[src/rtl/pipe_pkg.sv]
// ---------------------------------------------------------------------------
// pipe_pkg
// Shared definitions for the pipeline stage registers:
//   STALL_W      width of the global stall vector
//   STG_*        bit index of each stage within the stall vector
//   occ_state_t  occupancy state of a stage register
//   stage_act_t  what a stage register does on a given clock edge
// ---------------------------------------------------------------------------
package pipe_pkg;

    localparam int STALL_W = 6;

    localparam int STG_PC  = 0;
    localparam int STG_IF  = 1;
    localparam int STG_ID  = 2;
    localparam int STG_EX  = 3;
    localparam int STG_MEM = 4;
    localparam int STG_WB  = 5;

    typedef enum logic [1:0] {
        EMPTY = 2'd0,
        LIVE  = 2'd1,
        HELD  = 2'd2
    } occ_state_t;

    // Edge action, already resolved by priority (flush > bubble > hold > load)
    typedef enum logic [1:0] {
        ACT_LOAD   = 2'd0,
        ACT_HOLD   = 2'd1,
        ACT_BUBBLE = 2'd2,
        ACT_FLUSH  = 2'd3
    } stage_act_t;

endpackage

[src/rtl/sat_counter.sv]
// ---------------------------------------------------------------------------
// sat_counter
// Width-parametrised up-counter that sticks at all-ones.
//   clk    clock
//   rst    asynchronous active-high reset (clears count)
//   clr    synchronous clear, wins over inc
//   inc    count enable
//   count  current value
// ---------------------------------------------------------------------------
module sat_counter #(
    parameter int W = 16
) (
    input  logic         clk,
    input  logic         rst,
    input  logic         clr,
    input  logic         inc,
    output logic [W-1:0] count
);

    logic [W-1:0] count_reg;

    always_ff @(posedge clk or posedge rst) begin
        if (rst) begin
            count_reg <= '0;
        end else if (clr) begin
            count_reg <= '0;
        end else if (inc && (count_reg != {W{1'b1}})) begin
            count_reg <= count_reg + 1'b1;
        end
    end

    assign count = count_reg;

endmodule

[src/rtl/pipe_stage_reg.sv]
// ---------------------------------------------------------------------------
// pipe_stage_reg
// Inter-stage pipeline register with stall/bubble/flush handling and an
// occupancy FSM (EMPTY / LIVE / HELD).
//
// Optional feature macro: PIPE_STAGE_PERF_EN adds hold/bubble/flush counters.
//
// Ports:
//   clk        clock, rising edge
//   rst        asynchronous active-high reset
//   stall      global stall vector; bit STAGE_IDX freezes this stage,
//              bit STAGE_IDX+1 (if any) is the downstream stage
//   flush      discard contents, overrides any stall
//   in_valid   upstream valid
//   in_data    upstream payload
//   out_valid  registered valid
//   out_data   registered payload
//   out_held   registered, 1 while in HELD state
//   perf_clr         (PIPE_STAGE_PERF_EN) synchronous counter clear
//   perf_stall_cnt   (PIPE_STAGE_PERF_EN) hold edges, saturating
//   perf_bubble_cnt  (PIPE_STAGE_PERF_EN) bubble edges, saturating
//   perf_flush_cnt   (PIPE_STAGE_PERF_EN) flush edges, saturating
// ---------------------------------------------------------------------------
module pipe_stage_reg
    import pipe_pkg::*;
#(
    parameter int                   PAYLOAD_W = 64,
    parameter logic [PAYLOAD_W-1:0] NOP_VALUE = '0,
    parameter int                   STALL_W   = pipe_pkg::STALL_W,
    parameter int                   STAGE_IDX = 1,
    parameter int                   CNT_W     = 16
) (
    input  logic                 clk,
    input  logic                 rst,
    input  logic [STALL_W-1:0]   stall,
    input  logic                 flush,
    input  logic                 in_valid,
    input  logic [PAYLOAD_W-1:0] in_data,
    output logic                 out_valid,
    output logic [PAYLOAD_W-1:0] out_data,
    output logic                 out_held
`ifdef PIPE_STAGE_PERF_EN
    ,
    input  logic                 perf_clr,
    output logic [CNT_W-1:0]     perf_stall_cnt,
    output logic [CNT_W-1:0]     perf_bubble_cnt,
    output logic [CNT_W-1:0]     perf_flush_cnt
`endif
);

    generate
        if (STAGE_IDX < 0 || STAGE_IDX >= STALL_W) begin : g_bad_idx
            $error("pipe_stage_reg: STAGE_IDX out of range 0..STALL_W-1");
        end
    endgenerate

    logic s_me;
    logic s_dn;

    assign s_me = stall[STAGE_IDX];

    // The last stage has no downstream neighbour, so it can never hold:
    // a stall on it always turns into a bubble.
    generate
        if (STAGE_IDX == STALL_W - 1) begin : g_last_stage
            assign s_dn = 1'b0;
        end else begin : g_mid_stage
            assign s_dn = stall[STAGE_IDX+1];
        end
    endgenerate

    // Only s_me / s_dn matter; the rest of the vector is intentionally dropped.
    logic unused_inputs;
    assign unused_inputs = ^{stall, (CNT_W != 0)};

    stage_act_t act;

    always_comb begin
        act = ACT_LOAD;
        if (flush) begin
            act = ACT_FLUSH;
        end else if (s_me && !s_dn) begin
            act = ACT_BUBBLE;
        end else if (s_me) begin
            act = ACT_HOLD;
        end
    end

    // Payload / valid register
    logic                 valid_reg;
    logic [PAYLOAD_W-1:0] data_reg;

    always_ff @(posedge clk or posedge rst) begin
        if (rst) begin
            valid_reg <= 1'b0;
            data_reg  <= NOP_VALUE;
        end else begin
            case (act)
                ACT_FLUSH, ACT_BUBBLE: begin
                    valid_reg <= 1'b0;
                    data_reg  <= NOP_VALUE;
                end
                ACT_HOLD: begin
                    valid_reg <= valid_reg;
                    data_reg  <= data_reg;
                end
                default: begin
                    // Payload is captured even when in_valid=0
                    valid_reg <= in_valid;
                    data_reg  <= in_data;
                end
            endcase
        end
    end

    // Occupancy FSM
    occ_state_t state_reg;
    occ_state_t state_next;
    logic       held_reg;

    always_ff @(posedge clk or posedge rst) begin
        if (rst) begin
            state_reg <= EMPTY;
            held_reg  <= 1'b0;
        end else begin
            state_reg <= state_next;
            held_reg  <= (state_next == HELD);
        end
    end

    always_comb begin
        state_next = state_reg;
        case (state_reg)
            EMPTY: begin
                if (act == ACT_LOAD && in_valid) begin
                    state_next = LIVE;
                end
            end
            LIVE, HELD: begin
                case (act)
                    ACT_FLUSH, ACT_BUBBLE: state_next = EMPTY;
                    ACT_HOLD:              state_next = HELD;
                    default:               state_next = in_valid ? LIVE : EMPTY;
                endcase
            end
            default: state_next = EMPTY;
        endcase
    end

    assign out_valid = valid_reg;
    assign out_data  = data_reg;
    assign out_held  = held_reg;

`ifdef PIPE_STAGE_PERF_EN
    // Counter order: 0 = hold, 1 = bubble, 2 = flush
    logic [2:0]       perf_inc;
    logic [CNT_W-1:0] perf_cnt [3];

    assign perf_inc = {act == ACT_FLUSH, act == ACT_BUBBLE, act == ACT_HOLD};

    genvar gi;
    generate
        for (gi = 0; gi < 3; gi++) begin : g_perf
            sat_counter #(
                .W(CNT_W)
            ) u_cnt (
                .clk  (clk),
                .rst  (rst),
                .clr  (perf_clr),
                .inc  (perf_inc[gi]),
                .count(perf_cnt[gi])
            );
        end
    endgenerate

    assign perf_stall_cnt  = perf_cnt[0];
    assign perf_bubble_cnt = perf_cnt[1];
    assign perf_flush_cnt  = perf_cnt[2];
`endif

endmodule

[config.mk]
export PLATFORM = sky130hd
export DESIGN_NAME = pipe_stage_reg
export DESIGN_NICKNAME = d
export VERILOG_FILES = /design/src/rtl/pipe_pkg.sv /design/src/rtl/sat_counter.sv /design/src/rtl/pipe_stage_reg.sv
export SDC_FILE = /design/constraint.sdc
export NUM_CORES = 1
export LEC_CHECK = 0
export BUFFER_PORTS_ARGS = -buffer_cell sky130_fd_sc_hd__buf_2
export CORE_MARGIN = 5
export CORE_UTILIZATION = 34
export CTS_CLUSTER_DIAMETER = 100
export DETAILED_ROUTE_END_ITERATION = 7
export GPL_TIMING_DRIVEN = 0
export PLACE_DENSITY_LB_ADDON = 0.12
export SLEW_MARGIN = 5
export SYNTH_ARGS = -nofsm -noshare
export SYNTH_HDL_FRONTEND = slang
export SYNTH_HIERARCHICAL = 1
export SYNTH_SLANG_ARGS = --single-unit
[constraint.sdc]
create_clock -name clk -period 5.4 [get_ports clk]
set_input_delay 0.54 -clock clk [delete_from_list [all_inputs] [get_ports clk]]
set_output_delay 0.54 -clock clk [all_outputs]
set_load 0.02 [all_outputs]
# --- Word-level counts from Yosys, hierarchy flattened ---
# Index checks and enable logic that the tools add are counted.
# Widths: inputs -> output; s select.
totals:
  reg_bits: 68
  inputBits: 74
  out_inout_bits: 66
  elab_cells: 26
classes:
  eq_ne: 6
  n_mux: 9
  reduce_logical: 7
op_table:
  columns: ["cell", "count"]
  rows:
  - ["$pmux 64 s2", 1]
  - ["$eq 2x2->1 const B", 4]
  - ["$pmux 2 s2", 2]
  - ["$mux 2", 3]
  - ["$eq 2x1->1 const B", 2]
  - ["$logic_not 2->1", 2]
  - ["$reduce_or 2->1", 2]
  - ["$logic_and 1x1->1", 2]
  - ["$mux 1", 2]
  - ["$pmux 1 s2", 1]
  - ["$logic_not 1->1", 1]

# --- Depth between registers and ports, before layout ---
logic_depth:
  depth_word: 9
  depth_mapped: 5
  ltp_nobuf: 5

# --- Least setup slack after synthesis ---
# No wires, ideal clock.
synth_timing:
  kind: "input-to-reg"
  from: "input stall[2]"
  to: "register data_reg[20] (netlist: out_data[20])"
  setup_time_ns: 0.121
  arrival_time_ns: 1.199
  required_ns: 5.279
  path_slack_ns: 4.080
  stages: 4
  n_path_buf: 2
  cell_sequence: "and3b_1 -> buf_6 -> buf_6 -> a22o_1"
synth_between:
  elab_chain_len: 7
  elab_cells_between_ends: 9
  cone_classes: "eq/ne: 3; mux: 3; reduce/logical: 3"
synth_lines:
  columns: ["item", "line", "rtl"]
  rows:
  - ["start: declaration", "pipe_stage_reg.sv:35", "input logic [STALL_W-1:0] stall,"]
  - ["$logic_not 1->1 *", "pipe_stage_reg.sv:82", "end else if (s_me && !s_dn) begin"]
  - ["$logic_and 1x1->1 *", "pipe_stage_reg.sv:82", null]
  - ["$mux 2 *", "pipe_stage_reg.sv:82", null]
  - ["$mux 2 *", "pipe_stage_reg.sv:80", "if (flush) begin"]
  - ["$eq 2x2->1", "pipe_stage_reg.sv:98", "case (act)"]
  - ["$reduce_or 2->1", "pipe_stage_reg.sv:98", null]
  - ["$pmux 64 s2", "pipe_stage_reg.sv:98", null]
  - ["end signal: assignment", "pipe_stage_reg.sv:105", "data_reg <= data_reg;"]
  - ["end signal: assignment", "pipe_stage_reg.sv:110", "data_reg <= in_data;"]
  - ["end: declaration", "pipe_stage_reg.sv:91", "logic [PAYLOAD_W-1:0] data_reg;"]
# Every way passes the cells marked *; elsewhere a longest branch is shown, timed or not.
# A chain may end at the register's enable or synchronous reset.

# --- Worst setup path after layout ---
layout_timing:
  from: "register data_reg[15] (netlist: out_data[15])"
  to: "output out_data[15]"
layout_lines:
  columns: ["item", "line", "rtl"]
  rows:
  - ["end: declaration", "pipe_stage_reg.sv:40", "output logic [PAYLOAD_W-1:0] out_data,"]
# No word-level cell between the ends.

==> impl_metrics.yaml <==
hold_path:
  worst_hold_path_type: "in2async"
power_and_ir_drop:
  powerDensity_nw_per_um2: 312
  power.internal_mw: 0.777
  power_frac_comb_pct: 15.6
  power.switching_mw: 0.295
  leakage_nw: 1.96
  power.total_mw: 1.07
  clkPwrFrac_pct: 32.2
  switching_share_pct: 27.5
  vdd_ir_drop_max_mv: 0.114
  seqPwrFrac_pct: 52.1
synth:
  dominant_synthesized_flop_cell: "sky130_fd_sc_hd__dfrtp_1"
  main_area_contributors_after_synthesis: "sky130_fd_sc_hd__dfrtp_1 69%, sky130_fd_sc_hd__a22o_1 23%, sky130_fd_sc_hd__buf_6 2.3%"
  post-synth-top-count-cell: "sky130_fd_sc_hd__dfrtp_1"
  yosys-top-cells-count: "68 x sky130_fd_sc_hd__dfrtp_1, 65 x sky130_fd_sc_hd__a22o_1, 6 x sky130_fd_sc_hd__buf_2"
  yosysSeqAreaShare_pct: 68.9
  async_reset_ff_share_pct: 100
  per_instance_average_area_after_synthesis_um2: 15.2
  number_of_synthesized_flops_with_an_enable_pin: 0
  postSynthNetCount: 239
  synth_cell_types: 14
  syn_std_cell_area_um2: 2470
  synth.ff_latch_count: 68
  synth.largest_area_cell: "sky130_fd_sc_hd__dfrtp_1"
  netlist.area_leader.share_pct: 68.9
  yosysWarningCount: 6
  synthesis.instances: 163
final_layout:
  fillCellCount: 677
  post_route_cells_drive_above_1_share_pct: 51.3
  largest_register_ffs: 64
  final_net_count: 385
  layout-area-overhead-vs-synth_pct: 39.0
  final_cell_count_no_fill: 413
  num_antenna_cells: 0
sta:
  rsz0062_at_grt: "false"
  setup_tns_ns: 0
  finalClockSkew_ns: 0.000485
  drv_slew: 0
  min_period_over_period_pct: 26.4
  timing.fmax_mhz: 700
  timing_hold_violations_final: 0
  final_hold_slack_ns: 0.363
  timing.max_slew.rel_slack_pct: 45.3
  worstMarginPinSlew_ns: 0.821
  setup_violations: 0
  post-route-min-period_ns: 1.43
floorplan:
  ioPinCount: 140
  start_util_pct: 34.4
  die_area_um2: 9070
  core_area_um2: 7180
  floorplan.rows: 31
  die_width_um: 95.3
  die_height_um: 95.3
global_route:
  top_usage_layer: "met2"
  global_route.overflow_total: 0
  use_met2_pct: 21.9
  first_global_vias: 1992
  antenna_found_initial: 0
  pin_count_of_the_biggest_net_entering_global_routing: 69
  met1_usage_pct: 19.5
  globalRouteTotalUtil_pct: 14.6
  grt_first_pass_wirelength_mm: 10.0
  met3_track_utilization_from_global_routing_pct: 4.42
cts:
  cts_sinks: 68
  path_clk_slew_ns: 0.07
  cts_setup_buffers: 0
  tritoncts: "built"
  cts-resized-gates: 0
  clock_path_buffers: 2
  htree_levels: 3
  clock_latency_late_sink_ns: 0.33
  cts_hold_buf: 0
  tritoncts.num_buffers: 9
  cts_root_buf: "sky130_fd_sc_hd__clkbuf_8"
drt:
  drtPass1Iterations: 4
  via_count: 1919
  drt_first_iter_violations: 57
  viasPerCell: 4.65
  post-route-drc-count: 0
  routed_wire_length_per_instance_um: 15.6
  routed_wl_mm: 6.43
  antenna_left: 0
place:
  port_buffers: 135
  place.detailed.instances: 397
  weighted_congestion_reported_at_the_end_of_routability_driven_placement: 0.706
  hpwl_after_dpl_mm: 4.68
worst_setup_path:
  crit_path_top_delay_cell: "sky130_fd_sc_hd__dfrtp_1"
  cp_cell_sequence: "buf_2"
  startpoint_type: "flip-flop"
  crit_fanout: 2
  timing.critical_path.required_ns: 4.86
  path_delay_family: "flip-flops"
  critPathKind: "reg2out"
  cp.arrival_ns: 0.89
  worst-path-buf-inv: 1
  cp-end-kind: "output port"
  slowest_delay_ns: 0.40
run_status:
  outcome: "complete, no violations"
flow_run:
  timing.max_cap.violations: 0
## worst paths after layout
check,from,end,slack [ns],cells past startpoint
setup / recovery,out_data[15]$_DFFE_PP0P_,out_data[15],3.97,1
hold / removal,rst,out_data[55]$_DFFE_PP0P_,0.36,2
setup reg to reg,state_reg[0]$_DFF_PP0_,out_held$_DFF_PP0_,4.19,4
hold reg to reg,out_data[53]$_DFFE_PP0P_,out_data[53]$_DFFE_PP0P_,0.50,1
max in group asynchronous,rst,out_data[1]$_DFFE_PP0P_,4.48,2
min in group clk,in_data[61],out_data[61]$_DFFE_PP0P_,0.43,2
## layer usage
metal / up-vias / wire [µm]
li1: 914 / -
met5: - / 0
met2: 84 / 2850
met3: 9 / 512
met4: 0 / 91
met1: 912 / 2970
## cells by family (layout without fill, tap and decap cells)
kind of cell,after synthesis,count (layout),synth area share (%)
buffers and inverters,17,168,4.40
flip-flops,68,68,68.9
AO/OA/AOI/OAI,71,71,24.7
adder cells (fa/ha/maj),2,2,1.01
AND/OR/NAND/NOR,5,5,1.06
## cell usage in the layout (no fill, tap or decap), types with 2 or more instances in the layout
cell,n
sky130_fd_sc_hd__buf_2,141
sky130_fd_sc_hd__dfrtp_1,68
sky130_fd_sc_hd__a22o_1,65
sky130_fd_sc_hd__clkbuf_8,9
sky130_fd_sc_hd__clkbuf_1,6
sky130_fd_sc_hd__buf_6,5
sky130_fd_sc_hd__nand2_1,3
sky130_fd_sc_hd__a21oi_1,3
sky130_fd_sc_hd__inv_1,2
sky130_fd_sc_hd__ha_1,2
sky130_fd_sc_hd__clkinv_2,2
## per-stage QoR
stage / setup slack [ns] / utilization [%] / cell area [µm²]
2_1_floorplan: 3.15 / - / 2470
3_3_place_gp: 2.30 / 45.6 / 3270
3_5_place_dp: 3.68 / 45.6 / 3270
4_1_cts: 3.95 / 47.9 / 3430
5_1_grt: 3.92 / 47.9 / 3430
6_report: 3.97 / 47.9 / 3430
## layout make-up
type / count / area (µm²) / area share [%]
flip-flops and latches: 68 / 1700 / 49.5
repair buffers: 135 / 676 / 19.7
multi-input cells: 78 / 661 / 19.2
clock buffers: 12 / 135 / 3.93
well taps: 99 / 124 / 3.61
plain buffers: 14 / 97.6 / 2.84
clock inverters: 4 / 26.3 / 0.765
inverters: 3 / 13.8 / 0.401
## power groups by stage
stage / registers (mW) / logic (mW) / clock network [mW]
global route: 0.562 / 0.186 / 0.383
floorplan: 0.599 / 0.0684 / 0
detailed placement: 0.568 / 0.171 / 0
finish: 0.559 / 0.168 / 0.345
global placement: 0.568 / 0.169 / 0
CTS: 0.559 / 0.171 / 0.361
(Power assumes the default switching activity.)
